## src/rtl/block_fetch_queue_if.sv

```systemverilog
// block_fetch_queue_if: issue control, memory read port and decode stream of the block
// fetch queue. The master modport is the fetch queue. The slave modport is its environment.
// When BLOCK_FETCH_LAST_MARK_EN is defined, the interface also carries last_block_out.
interface block_fetch_queue_if #(
    parameter int unsigned data_width = 16,
    parameter int unsigned n_blocks   = 256,
    parameter int unsigned DEPTH      = 4
);
    localparam int unsigned AW = $clog2(n_blocks);
    localparam int unsigned LW = $clog2(DEPTH) + 1;

    logic                  enable;
    logic [AW-1:0]         n_blocks_running;
    logic [AW-1:0]         block_read_addr;
    logic [31:0]           instr_in;
    logic [data_width-1:0] register_0_in;
    logic [data_width-1:0] register_1_in;
    logic                  out_valid;
    logic                  out_ready;
    logic [AW-1:0]         block_out;
    logic [31:0]           instr_out;
    logic [data_width-1:0] register_0_out;
    logic [data_width-1:0] register_1_out;
    logic [LW-1:0]         level;
`ifdef BLOCK_FETCH_LAST_MARK_EN
    logic                  last_block_out;
`endif

    modport master (
        input  enable, n_blocks_running, instr_in, register_0_in, register_1_in, out_ready,
`ifdef BLOCK_FETCH_LAST_MARK_EN
        output last_block_out,
`endif
        output block_read_addr, out_valid, block_out, instr_out, register_0_out,
               register_1_out, level
    );

    modport slave (
        output enable, n_blocks_running, instr_in, register_0_in, register_1_in, out_ready,
`ifdef BLOCK_FETCH_LAST_MARK_EN
        input  last_block_out,
`endif
        input  block_read_addr, out_valid, block_out, instr_out, register_0_out,
               register_1_out, level
    );
endinterface

```

## src/rtl/block_fetch_queue.sv

```systemverilog
// block_fetch_queue: issues round-robin block reads to a memory with fixed read latency.
// Credits cover the FIFO occupancy plus the in-flight reads.
// Returned words are queued in a DEPTH-entry FIFO that feeds a ready/valid decode stream.
// If BLOCK_FETCH_LAST_MARK_EN is defined, each entry also carries a last-block flag.
module block_fetch_queue #(
    parameter int unsigned data_width   = 16,
    parameter int unsigned n_blocks     = 256,
    parameter int unsigned DEPTH        = 4,
    parameter int unsigned READ_LATENCY = 1
) (
    input logic                 clk,
    input logic                 reset,
    block_fetch_queue_if.master bus
);
    localparam int unsigned AW = $clog2(n_blocks);
    localparam int unsigned PW = $clog2(DEPTH);
    localparam int unsigned LW = PW + 1;

    logic [AW-1:0]           addr_q;
    logic [AW-1:0]           n_prev_q;
    logic [AW-1:0]           n_last;
    logic [READ_LATENCY-1:0] pipe_vld_q;
    logic [AW-1:0]           pipe_idx_q [READ_LATENCY];
    logic [AW-1:0]           fifo_blk_q [DEPTH];
    logic [31:0]             fifo_instr_q [DEPTH];
    logic [data_width-1:0]   fifo_r0_q [DEPTH];
    logic [data_width-1:0]   fifo_r1_q [DEPTH];
`ifdef BLOCK_FETCH_LAST_MARK_EN
    logic [READ_LATENCY-1:0] pipe_last_q;
    logic                    fifo_last_q [DEPTH];
`endif
    logic [PW-1:0]           wr_ptr_q;
    logic [PW-1:0]           rd_ptr_q;
    logic [LW-1:0]           level_q;
    logic                    flush;
    logic                    credit_ok;
    logic                    fire;
    logic                    push;
    logic                    pop;
    int unsigned             inflight;

    // Flush detection, credit check and FIFO handshake decode.
    always_comb begin
        inflight = 0;
        for (int i = 0; i < int'(READ_LATENCY); i++) begin
            inflight += 32'(pipe_vld_q[i]);
        end
        n_last    = bus.n_blocks_running - AW'(1);
        flush     = (bus.n_blocks_running != n_prev_q) || (bus.n_blocks_running == '0);
        credit_ok = (32'(level_q) + inflight) < DEPTH;
        fire      = bus.enable && !flush && credit_ok;
        // Returns for stages killed by a flush are dropped.
        push      = pipe_vld_q[READ_LATENCY-1] && !flush;
        pop       = (level_q != '0) && bus.out_ready;
    end

    // Read address, running-count history and the tagged issue pipe.
    always_ff @(posedge clk or posedge reset) begin
        if (reset) begin
            addr_q     <= '0;
            n_prev_q   <= '0;
            pipe_vld_q <= '0;
            for (int i = 0; i < int'(READ_LATENCY); i++) pipe_idx_q[i] <= '0;
`ifdef BLOCK_FETCH_LAST_MARK_EN
            pipe_last_q <= '0;
`endif
        end else begin
            n_prev_q <= bus.n_blocks_running;
            if (flush) begin
                addr_q     <= '0;
                pipe_vld_q <= '0;
            end else begin
                pipe_vld_q[0] <= fire;
                for (int i = 1; i < int'(READ_LATENCY); i++) pipe_vld_q[i] <= pipe_vld_q[i-1];
                if (fire) addr_q <= (addr_q >= n_last) ? '0 : addr_q + AW'(1);
            end
            pipe_idx_q[0] <= addr_q;
            for (int i = 1; i < int'(READ_LATENCY); i++) pipe_idx_q[i] <= pipe_idx_q[i-1];
`ifdef BLOCK_FETCH_LAST_MARK_EN
            pipe_last_q[0] <= (addr_q == n_last);
            for (int i = 1; i < int'(READ_LATENCY); i++) pipe_last_q[i] <= pipe_last_q[i-1];
`endif
        end
    end

    // FIFO storage, pointers and occupancy.
    // A push never meets a full FIFO because credits include in-flight reads.
    always_ff @(posedge clk or posedge reset) begin
        if (reset) begin
            for (int i = 0; i < int'(DEPTH); i++) begin
                fifo_blk_q[i]   <= '0;
                fifo_instr_q[i] <= '0;
                fifo_r0_q[i]    <= '0;
                fifo_r1_q[i]    <= '0;
`ifdef BLOCK_FETCH_LAST_MARK_EN
                fifo_last_q[i]  <= 1'b0;
`endif
            end
            wr_ptr_q <= '0;
            rd_ptr_q <= '0;
            level_q  <= '0;
        end else if (flush) begin
            wr_ptr_q <= '0;
            rd_ptr_q <= '0;
            level_q  <= '0;
        end else begin
            if (push) begin
                fifo_blk_q[wr_ptr_q]   <= pipe_idx_q[READ_LATENCY-1];
                fifo_instr_q[wr_ptr_q] <= bus.instr_in;
                fifo_r0_q[wr_ptr_q]    <= bus.register_0_in;
                fifo_r1_q[wr_ptr_q]    <= bus.register_1_in;
`ifdef BLOCK_FETCH_LAST_MARK_EN
                fifo_last_q[wr_ptr_q]  <= pipe_last_q[READ_LATENCY-1];
`endif
                wr_ptr_q <= wr_ptr_q + PW'(1);
            end
            if (pop) rd_ptr_q <= rd_ptr_q + PW'(1);
            level_q <= level_q + LW'(push) - LW'(pop);
        end
    end

    assign bus.block_read_addr = addr_q;
    assign bus.out_valid       = (level_q != '0);
    assign bus.block_out       = fifo_blk_q[rd_ptr_q];
    assign bus.instr_out       = fifo_instr_q[rd_ptr_q];
    assign bus.register_0_out  = fifo_r0_q[rd_ptr_q];
    assign bus.register_1_out  = fifo_r1_q[rd_ptr_q];
    assign bus.level           = level_q;
`ifdef BLOCK_FETCH_LAST_MARK_EN
    assign bus.last_block_out  = fifo_last_q[rd_ptr_q];
`endif
endmodule

```

## src/flat_wrapper.sv

```systemverilog
// flat-port wrapper written by rule: the top's interface ports become plain ports
module block_fetch_queue_flat 
#(
    parameter int unsigned data_width   = 16,
    parameter int unsigned n_blocks     = 256,
    parameter int unsigned DEPTH        = 4,
    parameter int unsigned READ_LATENCY = 1
)
  (clk, reset, bus_enable, bus_n_blocks_running, bus_instr_in, bus_register_0_in, bus_register_1_in, bus_out_ready, bus_block_read_addr, bus_out_valid, bus_block_out, bus_instr_out, bus_register_0_out, bus_register_1_out, bus_level);
  block_fetch_queue_if #(.data_width(data_width), .n_blocks(n_blocks), .DEPTH(DEPTH)) bus_i ();
  input logic clk;
  input logic reset;
  input wire logic [$bits(bus_i.enable)-1:0] bus_enable;
  input wire logic [$bits(bus_i.n_blocks_running)-1:0] bus_n_blocks_running;
  input wire logic [$bits(bus_i.instr_in)-1:0] bus_instr_in;
  input wire logic [$bits(bus_i.register_0_in)-1:0] bus_register_0_in;
  input wire logic [$bits(bus_i.register_1_in)-1:0] bus_register_1_in;
  input wire logic [$bits(bus_i.out_ready)-1:0] bus_out_ready;
  output wire logic [$bits(bus_i.block_read_addr)-1:0] bus_block_read_addr;
  output wire logic [$bits(bus_i.out_valid)-1:0] bus_out_valid;
  output wire logic [$bits(bus_i.block_out)-1:0] bus_block_out;
  output wire logic [$bits(bus_i.instr_out)-1:0] bus_instr_out;
  output wire logic [$bits(bus_i.register_0_out)-1:0] bus_register_0_out;
  output wire logic [$bits(bus_i.register_1_out)-1:0] bus_register_1_out;
  output wire logic [$bits(bus_i.level)-1:0] bus_level;
  assign bus_i.enable = bus_enable;
  assign bus_i.n_blocks_running = bus_n_blocks_running;
  assign bus_i.instr_in = bus_instr_in;
  assign bus_i.register_0_in = bus_register_0_in;
  assign bus_i.register_1_in = bus_register_1_in;
  assign bus_i.out_ready = bus_out_ready;
  assign bus_block_read_addr = bus_i.block_read_addr;
  assign bus_out_valid = bus_i.out_valid;
  assign bus_block_out = bus_i.block_out;
  assign bus_instr_out = bus_i.instr_out;
  assign bus_register_0_out = bus_i.register_0_out;
  assign bus_register_1_out = bus_i.register_1_out;
  assign bus_level = bus_i.level;
  block_fetch_queue #(.data_width(data_width), .n_blocks(n_blocks), .DEPTH(DEPTH), .READ_LATENCY(READ_LATENCY)) u_core (.clk(clk), .reset(reset), .bus(bus_i));
endmodule
```

## config.mk

```make
export PLATFORM = sky130hd
export DESIGN_NAME = block_fetch_queue_flat
export DESIGN_NICKNAME = d
export VERILOG_FILES = /design/src/rtl/block_fetch_queue_if.sv /design/src/rtl/block_fetch_queue.sv /design/src/flat_wrapper.sv
export SDC_FILE = /design/constraint.sdc
export NUM_CORES = 1
export LEC_CHECK = 0
export CAP_MARGIN = 10
export CORE_UTILIZATION = 35
export CTS_BUF_LIST = sky130_fd_sc_hd__clkbuf_8
export DETAILED_ROUTE_END_ITERATION = 8
export SETUP_SLACK_MARGIN = 0.5
export SLEW_MARGIN = 20
export SYNTH_ARGS = -nofsm -noshare
export SYNTH_HDL_FRONTEND = slang
export SYNTH_SLANG_ARGS = --single-unit
```

## constraint.sdc

```tcl
create_clock -name clk -period 12.65 [get_ports clk]
set_clock_uncertainty 0.2 [all_clocks]
set_input_delay 1.265 -clock clk [delete_from_list [all_inputs] [get_ports clk]]
set_output_delay 1.265 -clock clk [all_outputs]
set_load 0.1 [all_outputs]
```

==> impl_results.md <==
* Status: completed
* Commonest non-fill, non-tap cell in the layout: dfrtp_1
* Hold Vio Cnt, Final at 0
* Synth-to-Final Area Change at 21.16%
* Largest net degree at the start of global routing at 92
* DRC violations left at 0
* Synth cell types at 44
* Kind of critical path: reg -> out
* #FFs+latches synth at between 300 and 400
* GR Util met1 at 0.2160
* Switching Share at 0.2303
* Core area at 41950 um2
* Net count, final at around 1100
* Psw at between 0.0004 and 0.0005 W
* Reg2reg start: u_core.n_prev_q[7]
* Num CTS Buffers at between 50 and 60
* DRT Pass-1 Iters at 4
* CP Cell Sequence: buf_4, mux4_2, clkdlybuf4s50_1
* Final Slew Violations at 0
* CTS Sinks at between 300 and 400
* Antenna violations before repair at 1
* Clk buf depth at 3
* CTS resizes at 0
* Die Ht at 208 um
* Mean area per synthesized cell at about 17 um2
* Post-Place Cell Area at between 15000 and 20000 um2
* Cells after Synth at roughly 870
* Number of synthesized flops with an enable pin at 0
* Mapped Area at between 10000 and 15000 um2
* Crit. End Element: output pin
* Design Area, Final at around 18000 um2
* Number of global-route vias before repair at ~8900
* VDD IR max at 0.08200 mV
* Seq pwr share at 0.477
* Synth Warn # at 0
* Ports at 160
* First-pass GRT wire length at 51750 um
* Unrepaired setup endpoints after global routing: false
* Worst hold path depth at 1
* FMAX at 183.4 MHz
* Reg-to-reg endpoint: u_core.fifo_r0_q[39]
* Setup bufs post-CTS at 0
* Htree depth at 2
* Slew Limit Headroom at 0.2469
* Internal at approximately 0.0017 W
* Final period utilization at 0.4309
* Setup TNS at 0 ns
* Die W at 208 um
* Clock Pin Slew Worst Setup and Hold Paths at around 0.050 ns
* Synth area leaders: dfrtp_1, mux2_4, mux4_2, mux2_2, mux2_1
* Std-Cell Rows at 75
* Routed WL per cell at 19.68 um
* Clock latency at the later pin of the worst-skew pair at roughly 0.64 ns
* Hold path endpoint: u_core.fifo_r0_q[18]
* Top cell type's share of synthesized area at 0.5391
* Total gr overflow at 0
* Buffers on Ports at approximately 160
* Critical path fanouts, max at 48
* DRT iter0 DRCs at around 320
* Final setup fails at 0
* Max stage delay on crit path at 1.00 ns
* Main synth FF type: dfrtp_1
* Static leakage at around 8.8 nW
* DRT antenna net count at 0
* Post-synth top area cell: dfrtp_1
* Via density at ~5
* Total track usage at 0.1533
* Most frequent cells in the layout: dfrtp_1, clkdlybuf4s50_1, mux2_4
* Combinational power share at 0.034
* Global route hottest layer: met2
* Final min period at about 5.5 ns
* FF+latch area at about 8000 um2
* CP max-delay cell: clkdlybuf4s50_1
* Worst hold path type: reg -> reg
* Final wirelength at between 30000 and 40000 um
* CP arrival at about 4 ns
* CTS root buf: clkbuf_8
* Async SR Flop Fraction at 1.000
* FF-to-FF path depth at 6
* Antenna cells at 0
* Clk pwr share at 0.489
* Crit start category: register
* CP required at approximately 11 ns
* Starting Density at 0.3541
* Gpl congestion at 0.7574
* Fraction of layout cells with a size suffix above 1 at 0.4016
* Power per cell area at approximately 120 nW/um2
* Die area at approximately 43000 um2
* Footprint of the multi-input gates at about 6300 um2
* # hold bufs at CTS at 0
* M2 GR Usage at 0.2308
* WHS at 0.2837 ns
* Max-cap violations at 0
* Via Count at just over 8000
* Hold Crit Start: u_core.fifo_r0_q[18]
* CTS tree: yes
* Sequential-to-total area share from yosys stat at 0.5391
* DP Wirelength at ~19000 um
* Filler cell count at ~3800
* Syn_nets at just under 1000
* Tightest Pin Transition at about 1.1 ns
* R2r setup slk at about 9.4 ns
* Global Route met3 Usage at 0.03638
metal layers:
layer / share of wire / vias to the layer above
met1: 0.48 / 4319
met4: 0.021 / 2
met2: 0.46 / 156
met5: 0.00040 / -
li1: - / 3573
met3: 0.046 / 52
worst max path at each step:
stage	startpoint	endpoint	slack (ns)
after floorplan	reset	u_core.bus.block_read_addr[0]	2.33
after global placement	bus_n_blocks_running[3]	u_core.fifo_r0_q[39]	7.67
after detailed placement	bus_n_blocks_running[3]	u_core.fifo_blk_q[31]	7.70
after CTS	u_core.rd_ptr_q[0]	bus_block_out[7]	7.00
after global routing	u_core.rd_ptr_q[0]	bus_instr_out[14]	6.92
final	u_core.rd_ptr_q[0]	bus_block_out[7]	7.20
cells in the mapped netlist (2+ instances only):
| library cell | n |
|---|---|
| o21ai_0 | 2 |
| a211oi_1 | 2 |
| buf_6 | 2 |
| nor2_1 | 16 |
| xnor2_1 | 7 |
| nand4b_1 | 2 |
| clkbuf_1 | 13 |
| mux4_2 | 72 |
| mux2_4 | 140 |
| nor3_1 | 3 |
| nand2_1 | 16 |
| o211ai_1 | 2 |
| buf_2 | 17 |
| buf_12 | 16 |
| mux2_1 | 33 |
| a31oi_1 | 5 |
| xor2_1 | 10 |
| nand4_1 | 2 |
| a21oi_1 | 7 |
| dfrtp_1 | 320 |
| inv_1 | 11 |
| or2_1 | 2 |
| mux2_2 | 115 |
| or2_4 | 2 |
| nand3_1 | 15 |
| buf_1 | 5 |
| ha_1 | 18 |
registers in the layout, summed over array words and instances (netlist names):
register	flops
u_core.fifo_instr_q	128
u_core.bus.block_read_addr	8
u_core.pipe_vld_q	1
u_core.fifo_blk_q	32
u_core.wr_ptr_q	2
u_core.fifo_r0_q	64
u_core.rd_ptr_q	2
u_core.n_prev_q	8
u_core.bus.level	3
u_core.pipe_idx_q	8
u_core.fifo_r1_q	64
power by group through the flow:
stage	combinational (W)	clock, W	sequential [W]
2_1_floorplan	0.0000302	0	0.00105
3_3_place_gp	0.0000742	0	0.00105
3_5_place_dp	0.0000753	0	0.00105
4_1_cts	0.0000757	0.00110	0.00103
5_1_grt	0.0000821	0.00114	0.00103
6_report	0.0000732	0.00105	0.00103
kinds of logic after synthesis:
logic type	after synthesis	synth area share
mux	361	0.3636
flops	320	0.5391
simple gates	69	0.02477
buf+inv	64	0.03614
compound gates	21	0.008760
fa+ha+maj	19	0.01651
xor+xnor	18	0.01112
cell type report:
class | count | share of cell area
repair buffers | 168 | 0.09282
clock buffers | 73 | 0.05583
flip-flops and latches | 320 | 0.4454
well taps | 539 | 0.03747
inverters | 11 | 0.002712
clock inverters | 33 | 0.01495
multi-input cells | 488 | 0.3508
worst max-delay path, delay by kind of cell (launching register included):
kind     cells  cell delay (ns)
buf+inv      2             1.85
mux          1             0.67
flops        1             0.80
through the flow:
step                      instances  total power, W  setup WS (ns)  utilization
after floorplan                 872        0.001077          2.329            -
after global placement         1526        0.001121          7.668       0.3984
after detailed placement       1526        0.001122          7.702       0.3984
after CTS                      1632        0.002204          7.002       0.4288
after global routing           1632        0.002253          6.922       0.4290
final                          1632        0.002157          7.199       0.4290
Power figures use the tool's default switching activity.
